--- config.mk ---
export PLATFORM = sky130hd
export DESIGN_NAME = rect_plotter
export DESIGN_NICKNAME = d
export VERILOG_FILES = /design/src/rtl/rect_plotter.sv
export SDC_FILE = /design/constraint.sdc
export NUM_CORES = 1
export LEC_CHECK = 0
export ABC_CLOCK_PERIOD_IN_PS = 5300
export BUFFER_PORTS_ARGS = -buffer_cell sky130_fd_sc_hd__buf_2
export CORE_UTILIZATION = 48
export DETAILED_ROUTE_END_ITERATION = 6
export PLACE_DENSITY = 0.81
export SYNTH_ARGS = -nofsm -noshare
export SYNTH_HDL_FRONTEND = slang
export SYNTH_SLANG_ARGS = --single-unit
--- constraint.sdc ---
create_clock -name clk -period 5.3 [get_ports clk]
set_input_delay 0.795 -clock clk [delete_from_list [all_inputs] [get_ports clk]]
set_output_delay 0.795 -clock clk [all_outputs]
set_load 0.005 [all_outputs]
--- src/rtl/rect_plotter.sv ---
`timescale 1ns/1ps
`default_nettype none
// ============================================================================
//  Module      : rect_plotter
//  Description : Rectangle-fill pixel walker. Accepts one (origin, size,
//                colour) command at a time, clips it to the visible screen
//                and emits one pixel write per cycle in raster order.
//  Revision    : 1.0 - initial release
// ============================================================================
module rect_plotter #(
    parameter int SCREEN_W = 320,
    parameter int SCREEN_H = 240,
    parameter int COLOUR_W = 3
) (
    input  logic                clk,
    input  logic                reset,
    input  logic                req_valid,
    output logic                req_ready,
    input  logic [8:0]          req_x,
    input  logic [7:0]          req_y,
    input  logic [8:0]          req_w,
    input  logic [7:0]          req_h,
    input  logic [COLOUR_W-1:0] req_colour,
    output logic                plot,
    output logic [8:0]          plot_x,
    output logic [7:0]          plot_y,
    output logic [COLOUR_W-1:0] plot_colour,
    output logic                busy,
    output logic                done
);

    localparam logic [9:0] c_X_LIM = 10'(SCREEN_W);
    localparam logic [8:0] c_Y_LIM = 9'(SCREEN_H);

    typedef enum logic [1:0] {
        S_IDLE = 2'd0,
        S_DRAW = 2'd1,
        S_DONE = 2'd2
    } state_t;

    state_t                r_state,  w_state_nxt;
    logic                  r_ready,  w_ready_nxt;
    logic                  r_plot,   w_plot_nxt;
    logic [8:0]            r_plot_x, w_plot_x_nxt;
    logic [7:0]            r_plot_y, w_plot_y_nxt;
    logic [COLOUR_W-1:0]   r_plot_c, w_plot_c_nxt;
    logic                  r_busy,   w_busy_nxt;
    logic                  r_done,   w_done_nxt;
    logic [8:0]            r_x0,     w_x0_nxt;
    logic [9:0]            r_x_end,  w_x_end_nxt;
    logic [8:0]            r_y_end,  w_y_end_nxt;
    logic [COLOUR_W-1:0]   r_fill,   w_fill_nxt;

    // Sums are one bit wider than the operands so nothing wraps before clipping
    logic [9:0] w_x_sum;
    logic [8:0] w_y_sum;
    logic [9:0] w_x_end_clip;
    logic [8:0] w_y_end_clip;
    logic       w_zero_area;
    logic       w_x_last;
    logic       w_y_last;

    // Clipped end coordinates, degenerate-command detect and raster-end detect
    always_comb begin
        w_x_sum      = {1'b0, req_x} + {1'b0, req_w};
        w_y_sum      = {1'b0, req_y} + {1'b0, req_h};
        w_x_end_clip = (w_x_sum > c_X_LIM) ? c_X_LIM : w_x_sum;
        w_y_end_clip = (w_y_sum > c_Y_LIM) ? c_Y_LIM : w_y_sum;
        w_zero_area  = (req_w == 9'd0) || (req_h == 8'd0) ||
                       ({1'b0, req_x} >= c_X_LIM) || ({1'b0, req_y} >= c_Y_LIM);
        w_x_last     = (({1'b0, r_plot_x} + 10'd1) == r_x_end);
        w_y_last     = (({1'b0, r_plot_y} + 9'd1) == r_y_end);
    end

    // Next-state and next-output logic; every output is registered below
    always_comb begin
        w_state_nxt  = r_state;
        w_ready_nxt  = r_ready;
        w_plot_nxt   = 1'b0;
        w_plot_x_nxt = r_plot_x;
        w_plot_y_nxt = r_plot_y;
        w_plot_c_nxt = r_plot_c;
        w_busy_nxt   = r_busy;
        w_done_nxt   = 1'b0;
        w_x0_nxt     = r_x0;
        w_x_end_nxt  = r_x_end;
        w_y_end_nxt  = r_y_end;
        w_fill_nxt   = r_fill;
        case (r_state)
            S_IDLE: begin
                if (req_valid && r_ready) begin
                    w_ready_nxt = 1'b0;
                    w_busy_nxt  = 1'b1;
                    w_x0_nxt    = req_x;
                    w_x_end_nxt = w_x_end_clip;
                    w_y_end_nxt = w_y_end_clip;
                    w_fill_nxt  = req_colour;
                    if (w_zero_area) begin
                        w_state_nxt = S_DONE;
                        w_done_nxt  = 1'b1;
                    end else begin
                        // First pixel goes out straight from the accept edge
                        w_state_nxt  = S_DRAW;
                        w_plot_nxt   = 1'b1;
                        w_plot_x_nxt = req_x;
                        w_plot_y_nxt = req_y;
                        w_plot_c_nxt = req_colour;
                    end
                end
            end
            S_DRAW: begin
                if (w_x_last && w_y_last) begin
                    w_state_nxt = S_DONE;
                    w_done_nxt  = 1'b1;
                end else begin
                    w_plot_nxt   = 1'b1;
                    w_plot_c_nxt = r_fill;
                    if (w_x_last) begin
                        w_plot_x_nxt = r_x0;
                        w_plot_y_nxt = r_plot_y + 8'd1;
                    end else begin
                        w_plot_x_nxt = r_plot_x + 9'd1;
                    end
                end
            end
            S_DONE: begin
                w_state_nxt = S_IDLE;
                w_ready_nxt = 1'b1;
                w_busy_nxt  = 1'b0;
            end
            default: begin
                w_state_nxt = S_IDLE;
                w_ready_nxt = 1'b1;
                w_busy_nxt  = 1'b0;
            end
        endcase
    end

    // State and output registers; reset wins over any pending request
    always_ff @(posedge clk) begin
        if (reset) begin
            r_state  <= S_IDLE;
            r_ready  <= 1'b1;
            r_plot   <= 1'b0;
            r_plot_x <= '0;
            r_plot_y <= '0;
            r_plot_c <= '0;
            r_busy   <= 1'b0;
            r_done   <= 1'b0;
            r_x0     <= '0;
            r_x_end  <= '0;
            r_y_end  <= '0;
            r_fill   <= '0;
        end else begin
            r_state  <= w_state_nxt;
            r_ready  <= w_ready_nxt;
            r_plot   <= w_plot_nxt;
            r_plot_x <= w_plot_x_nxt;
            r_plot_y <= w_plot_y_nxt;
            r_plot_c <= w_plot_c_nxt;
            r_busy   <= w_busy_nxt;
            r_done   <= w_done_nxt;
            r_x0     <= w_x0_nxt;
            r_x_end  <= w_x_end_nxt;
            r_y_end  <= w_y_end_nxt;
            r_fill   <= w_fill_nxt;
        end
    end

    assign req_ready   = r_ready;
    assign plot        = r_plot;
    assign plot_x      = r_plot_x;
    assign plot_y      = r_plot_y;
    assign plot_colour = r_plot_c;
    assign busy        = r_busy;
    assign done        = r_done;

endmodule
`default_nettype wire

* After elaboration in Yosys (flattened, before gate mapping)
Index checks and enable logic that the tools add are counted.
Operators by class: muxes and demuxes 32, divide/modulo/power cells 0, shift operators 0, bitwise logic cells 1, add/subtract/negate cells 6, multiply operators 0, eq/ne operators 8, magnitude comparators 4, reductions and logical operators 14
Operators with widths (count):
- two-way mux 9 bit | 5
- two-way mux 8 bit | 4
- case mux 9 bit (2 select lines) | 1
- case mux 8 bit (2 select lines) | 1
- adder 9 x 1 -> 10 bit (second input constant) | 1
- adder 9 x 9 -> 10 bit | 1
- equality test 10 bit | 1
- > comparator 10 x 9 -> 1 bit (second input constant) | 1
- two-way mux 10 bit | 1
- != test 2 bit (second input constant) | 5
- adder 8 x 1 -> 9 bit (second input constant) | 1
- adder 8 x 8 -> 9 bit | 1
- adder 9 x 1 -> 9 bit (second input constant) | 1
- equality test 9 bit | 1
- >= comparator 9 bit (second input constant) | 1
- > comparator 9 x 8 -> 1 bit (second input constant) | 1
- zero test 9 bit | 1
- two-way mux 3 bit | 3
- adder 8 x 1 -> 8 bit (second input constant) | 1
- >= comparator 8 bit (second input constant) | 1
- zero test 8 bit | 1
- two-way mux 1 bit | 8
- case mux 1 bit (2 select lines) | 4
- two-way mux 2 bit | 3
- 11 further kinds | 16
Storage, ports and cells: register bits 57, ROM bits 0, output and inout bits 24, bits in latches 0, memories 0, bits in writable memories 0

* Logic depth before layout (Yosys ltp)
word-level depth 7, mapped depth 10, mapped depth without buffers 10

* Worst setup path before layout
OpenSTA, ideal clock, no wires.
path kind input to register, start point input req_x[0], end point register r_x_end[2], data required time 5.183 ns, path buffers 0, slack 2.153 ns, arrival time 3.030 ns, stages 9, path through ha_1 > fa_1 > a21o_1 > a211o_1 > a2111oi_0 > nor3_1 > xor2_1 > a21boi_0 > a22o_1
Between the ends: word-level cells in the longest chain between the ends 3
Ends and longest elaborated chain:
- start: declaration | RTL line 19 | input logic [8:0] req_x,
- adder 9 x 9 -> 10 bit (*) | RTL line 65 | w_x_sum = {1'b0, req_x} + {1'b0, req_w};
- > comparator 10 x 9 -> 1 bit | RTL line 67 | w_x_end_clip = (w_x_sum > c_X_LIM) ? c_X_LIM : w_x_sum;
- two-way mux 10 bit (*) | RTL line 67
- end signal: assignment | RTL line 164 | r_x_end <= w_x_end_nxt;
- end: declaration | RTL line 50 | logic [9:0] r_x_end, w_x_end_nxt;
Every way passes the cells marked *; elsewhere a longest branch is shown, timed or not. A chain may end at the register's enable or synchronous reset.

* Worst setup path in the final report
start point register r_plot_y[0], in the netlist plot_y[0], end point register r_plot_x[8], in the netlist plot_x[8]
Between the ends: word-level cells in the longest chain between the ends 5
Ends and longest elaborated chain:
- start: declaration | RTL line 45 | logic [7:0] r_plot_y, w_plot_y_nxt;
- start signal: assignment | RTL line 159 | r_plot_y <= w_plot_y_nxt;
- adder 8 x 1 -> 9 bit | RTL line 72 | w_y_last = (({1'b0, r_plot_y} + 9'd1) == r_y_end);
- equality test 9 bit | RTL line 72
- logical AND 1 bit | RTL line 112 | if (w_x_last && w_y_last) begin
- != test 2 bit (no line)
- AND reduction 4 bit (no line)
- end signal: assignment | RTL line 158 | r_plot_x <= w_plot_x_nxt;
- end: declaration | RTL line 44 | logic [8:0] r_plot_x, w_plot_x_nxt;
No other way between the ends.

==> results.toml <==
[clock_tree]
cts_sinks = 57
cts.clk_slew.worst_paths_ns = 0.06
htree_num_levels = 3
cts_setup_buffers = 0
cts_tree = "done"
cts_buffer_depth = 2
cts-resized-gates = 0
worstSkewPairLatency_ns = 0.34
root_buffer = "clkbuf_8"
hold_buffers = 0
cts_buffers = 9

[logic_synthesis]
ys_top_cells_by_area = "dfxtp_1 (29%), nand2_1 (7.3%), ha_1 (6.1%), xor2_1 (4.7%), a21oi_1 (4.6%)"
syn_area_um2 = 3910
syn_area_per_cell_um2 = 8.22
synth_edf_count = 0
postSynth.asyncResetShare_pct = 0
synth-seq-cells = 57
ys_warn_count = 0
yosys.area.top_type = "dfxtp_1"
netlist_instances = 475
ys_seq_area_share_pct = 29.2
synth_flop_cell = "dfxtp_1"
synth.distinct_cells = 67
synth_top_area_share_pct = 29.2
syn-num-nets = 536

[sta]
rsz0062_at_grt = "false"
fin_tns_setup_ns = 0
min_period_over_period_pct = 62.6
drv_slew = 0
fmax_ghz = 0.301
worst_slew_pin_slew_ns = 1.09
fin_crit_ns = 3.32
max_slew_margin_pct = 27.2
hold_viol = 0
setup_viol = 0
finClkSkew_ns = 0.00975

[finish]
fin_util_pct = 56.4
final_cell_area_um2 = 4400
synthToLayoutAreaGrowth_pct = 12.7
diodes = 0
fin_nets = 585
fillCellCount = 717
drive_above_1_share_pct = 20.3

[detailed_routing]
ant_nets = 0
drt_wl_total_um = 10500
via_count = 3810
drtPass1Iterations = 7
drtIter0Drc = 330
drc = 2
avgRoutedWirePerCell_um = 16.7
vias_per_cell = 6.05

[global_routing]
grt_usage_pct = 25.4
grt_pass1_wl_um = 17000
grt_max_degree = 43
grt_pass1_vias = 3656
overflow = 0
antenna_found_initial = 0

[setup_path]
critPathArrivalTime_ns = 3.56
start_kind = "register"
end_kind = "register"
crit_type = "register to register"
path_max_fanout = 13
path_cells = "ha_1 > and3_1 > xnor2_1 > nor4_2 > o2111ai_2 > nand4b_1 > and2_1 > a311oi_2"
slowest_delay_ns = 0.62
required_ns = 5.54
slowest_stage = "nand4b_1"

[place]
place.gp.congestion = 0.903
port_buffers = 63
dpl_cell_area_um2 = 4240
dp_hpwl_um = 7770

[job]
max_cap_violations = 0

[power_and_ir_drop]
power.share.switching_pct = 34.7
combPwrFrac_pct = 29.1
sequentialPowerShare_pct = 42.5
power.total_uw = 1220
powerDensity_nw_per_um2 = 277
leakage_uw = 0.00183
pwr-share-clk_pct = 28.4
internal-power_uw = 795
ir_drop_mv = 0.111
p_sw_uw = 423

[floorplan]
chipHeight_um = 92.2
io-pin-count = 64
dieArea_um2 = 8500
chipWidth_um = 92.2
row_count = 32
core_area_um2 = 7810
start_util_pct = 50.0

[worst_hold_path]
hold_class = "register to register"

[run_status]
status = "complete, but fails checks"
violations = "DRC"
-- final cells by class --
cell class / instances / area (um2) / share of cell area (%)
Timing Repair Buffer: 65 / 330 / 7.50
Clock buffer: 12 / 145 / 3.30
Clock inverter: 3 / 17.5 / 0.398
Multi-Input combinational cell: 377 / 2590 / 58.8
Tap cell: 102 / 128 / 2.90
Inverter: 14 / 52.6 / 1.19
Sequential cell: 57 / 1140 / 25.9
-- sequential cells by signal (all words and copies together) (netlist names) --
name and flops:
r_x_end 10, plot_x 9, r_x0 9, r_y_end 9, plot_y 8, plot_colour 3, r_fill 3, r_state 2
busy 1, done 1, plot 1, req_ready 1
-- stage by stage --
step,setup WS (ns),hold WS [ns],std cells
after CTS,2.04,0.459,630
after floorplan,2.15,0.432,475
after global placement,1.86,0.441,615
after detailed placement,1.74,0.449,615
final,1.98,0.455,630
after global routing,1.80,0.484,630
-- cells in the mapped netlist, types with 5 or more instances --
cell       count
a21o_1         5
a21oi_1       36
a22o_1         7
a311oi_2      10
and2_1         6
and3_1         5
clkbuf_1      20
dfxtp_1       57
ha_1          19
inv_1         14
mux2_2         5
nand2_1       76
nand3_1       16
nand4_1        6
nor2_1        25
nor3_1        12
nor4_1         8
o2111ai_1      5
o211ai_1       6
o21a_1         5
o21ai_0       17
o22ai_1        6
o31ai_1        7
xnor2_1       13
xor2_1        21
-- kinds of logic (layout without fill, tap and decap cells) --
family                   Yosys count  after routing  synth area share, %
AND/OR/NAND/NOR                  183            183                 23.8
AO/OA/AOI/OAI                    129            129                 24.5
flip-flops                        57             57                 29.2
buffers and inverters             41             94                 4.52
XOR/XNOR                          35             35                 8.23
adder cells (fa/ha/maj)           21             21                 7.11
multiplexers                       9              9                 2.59
-- power groups by stage --
stage | clock network [uW] | logic, uW | registers, uW
6_report | 346 | 355 | 518
5_1_grt | 373 | 391 | 524
4_1_cts | 350 | 350 | 517
3_5_place_dp | 0 | 348 | 526
3_3_place_gp | 0 | 339 | 524
2_1_floorplan | 0 | 267 | 508
-- worst max-delay path, delay by kind of cell, from the launching register on --
kind	cells	cell delay (ns)
and+or+nand+nor	4	1.69
adders and majority gates	1	0.34
DFF	1	0.46
AOI/OAI and AO/OA	2	0.62
xor gates and xnor gates	1	0.11
-- final timing paths --
kind	start	to	slack, ns	cells past startpoint
setup reg to reg	plot_y[0]$_SDFFE_PP0P_	plot_x[8]$_SDFFE_PP0P_	1.98	8
hold reg to reg	busy$_SDFFE_PP0P_	busy$_SDFFE_PP0P_	0.45	2
setup / recovery	plot_y[0]$_SDFFE_PP0P_	plot_x[8]$_SDFFE_PP0P_	1.98	8
hold / removal	busy$_SDFFE_PP0P_	busy$_SDFFE_PP0P_	0.45	2
-- routing by layer --
metal | track usage (%) | up-vias | wire, um
li1 | - | 1837 | -
met1 | 31.6 | 1782 | 4650
met2 | 40.8 | 155 | 4790
met3 | 5.64 | 36 | 721
met4 | 13.4 | 0 | 343
met5 | 0 | - | 0
-- layout by cell type, fill, tap and decap left out, types with 3 or more instances in the layout --
master and instances:
a21boi_0 3, a22o_1 7, and2_1 6, o31ai_1 7
dfxtp_1 57, o21ai_0 17, o22ai_1 6, mux2_2 5
o211ai_1 6, o21a_1 5, xor2_1 21, or2_2 3
ha_1 19, clkbuf_8 10, xnor2_1 13, nor3_1 12
a21o_1 5, a311oi_2 10, nor2_1 25, nor4_1 8
and3_1 5, buf_2 63, nand2b_1 3, a21oi_1 36
inv_1 14, o2111ai_1 5, nor2b_1 3, nor3b_1 3
mux2i_1 3, nand4_1 6, nand3_1 16, nand2_1 76
Note: power is estimated with default switching activity, not from simulation.
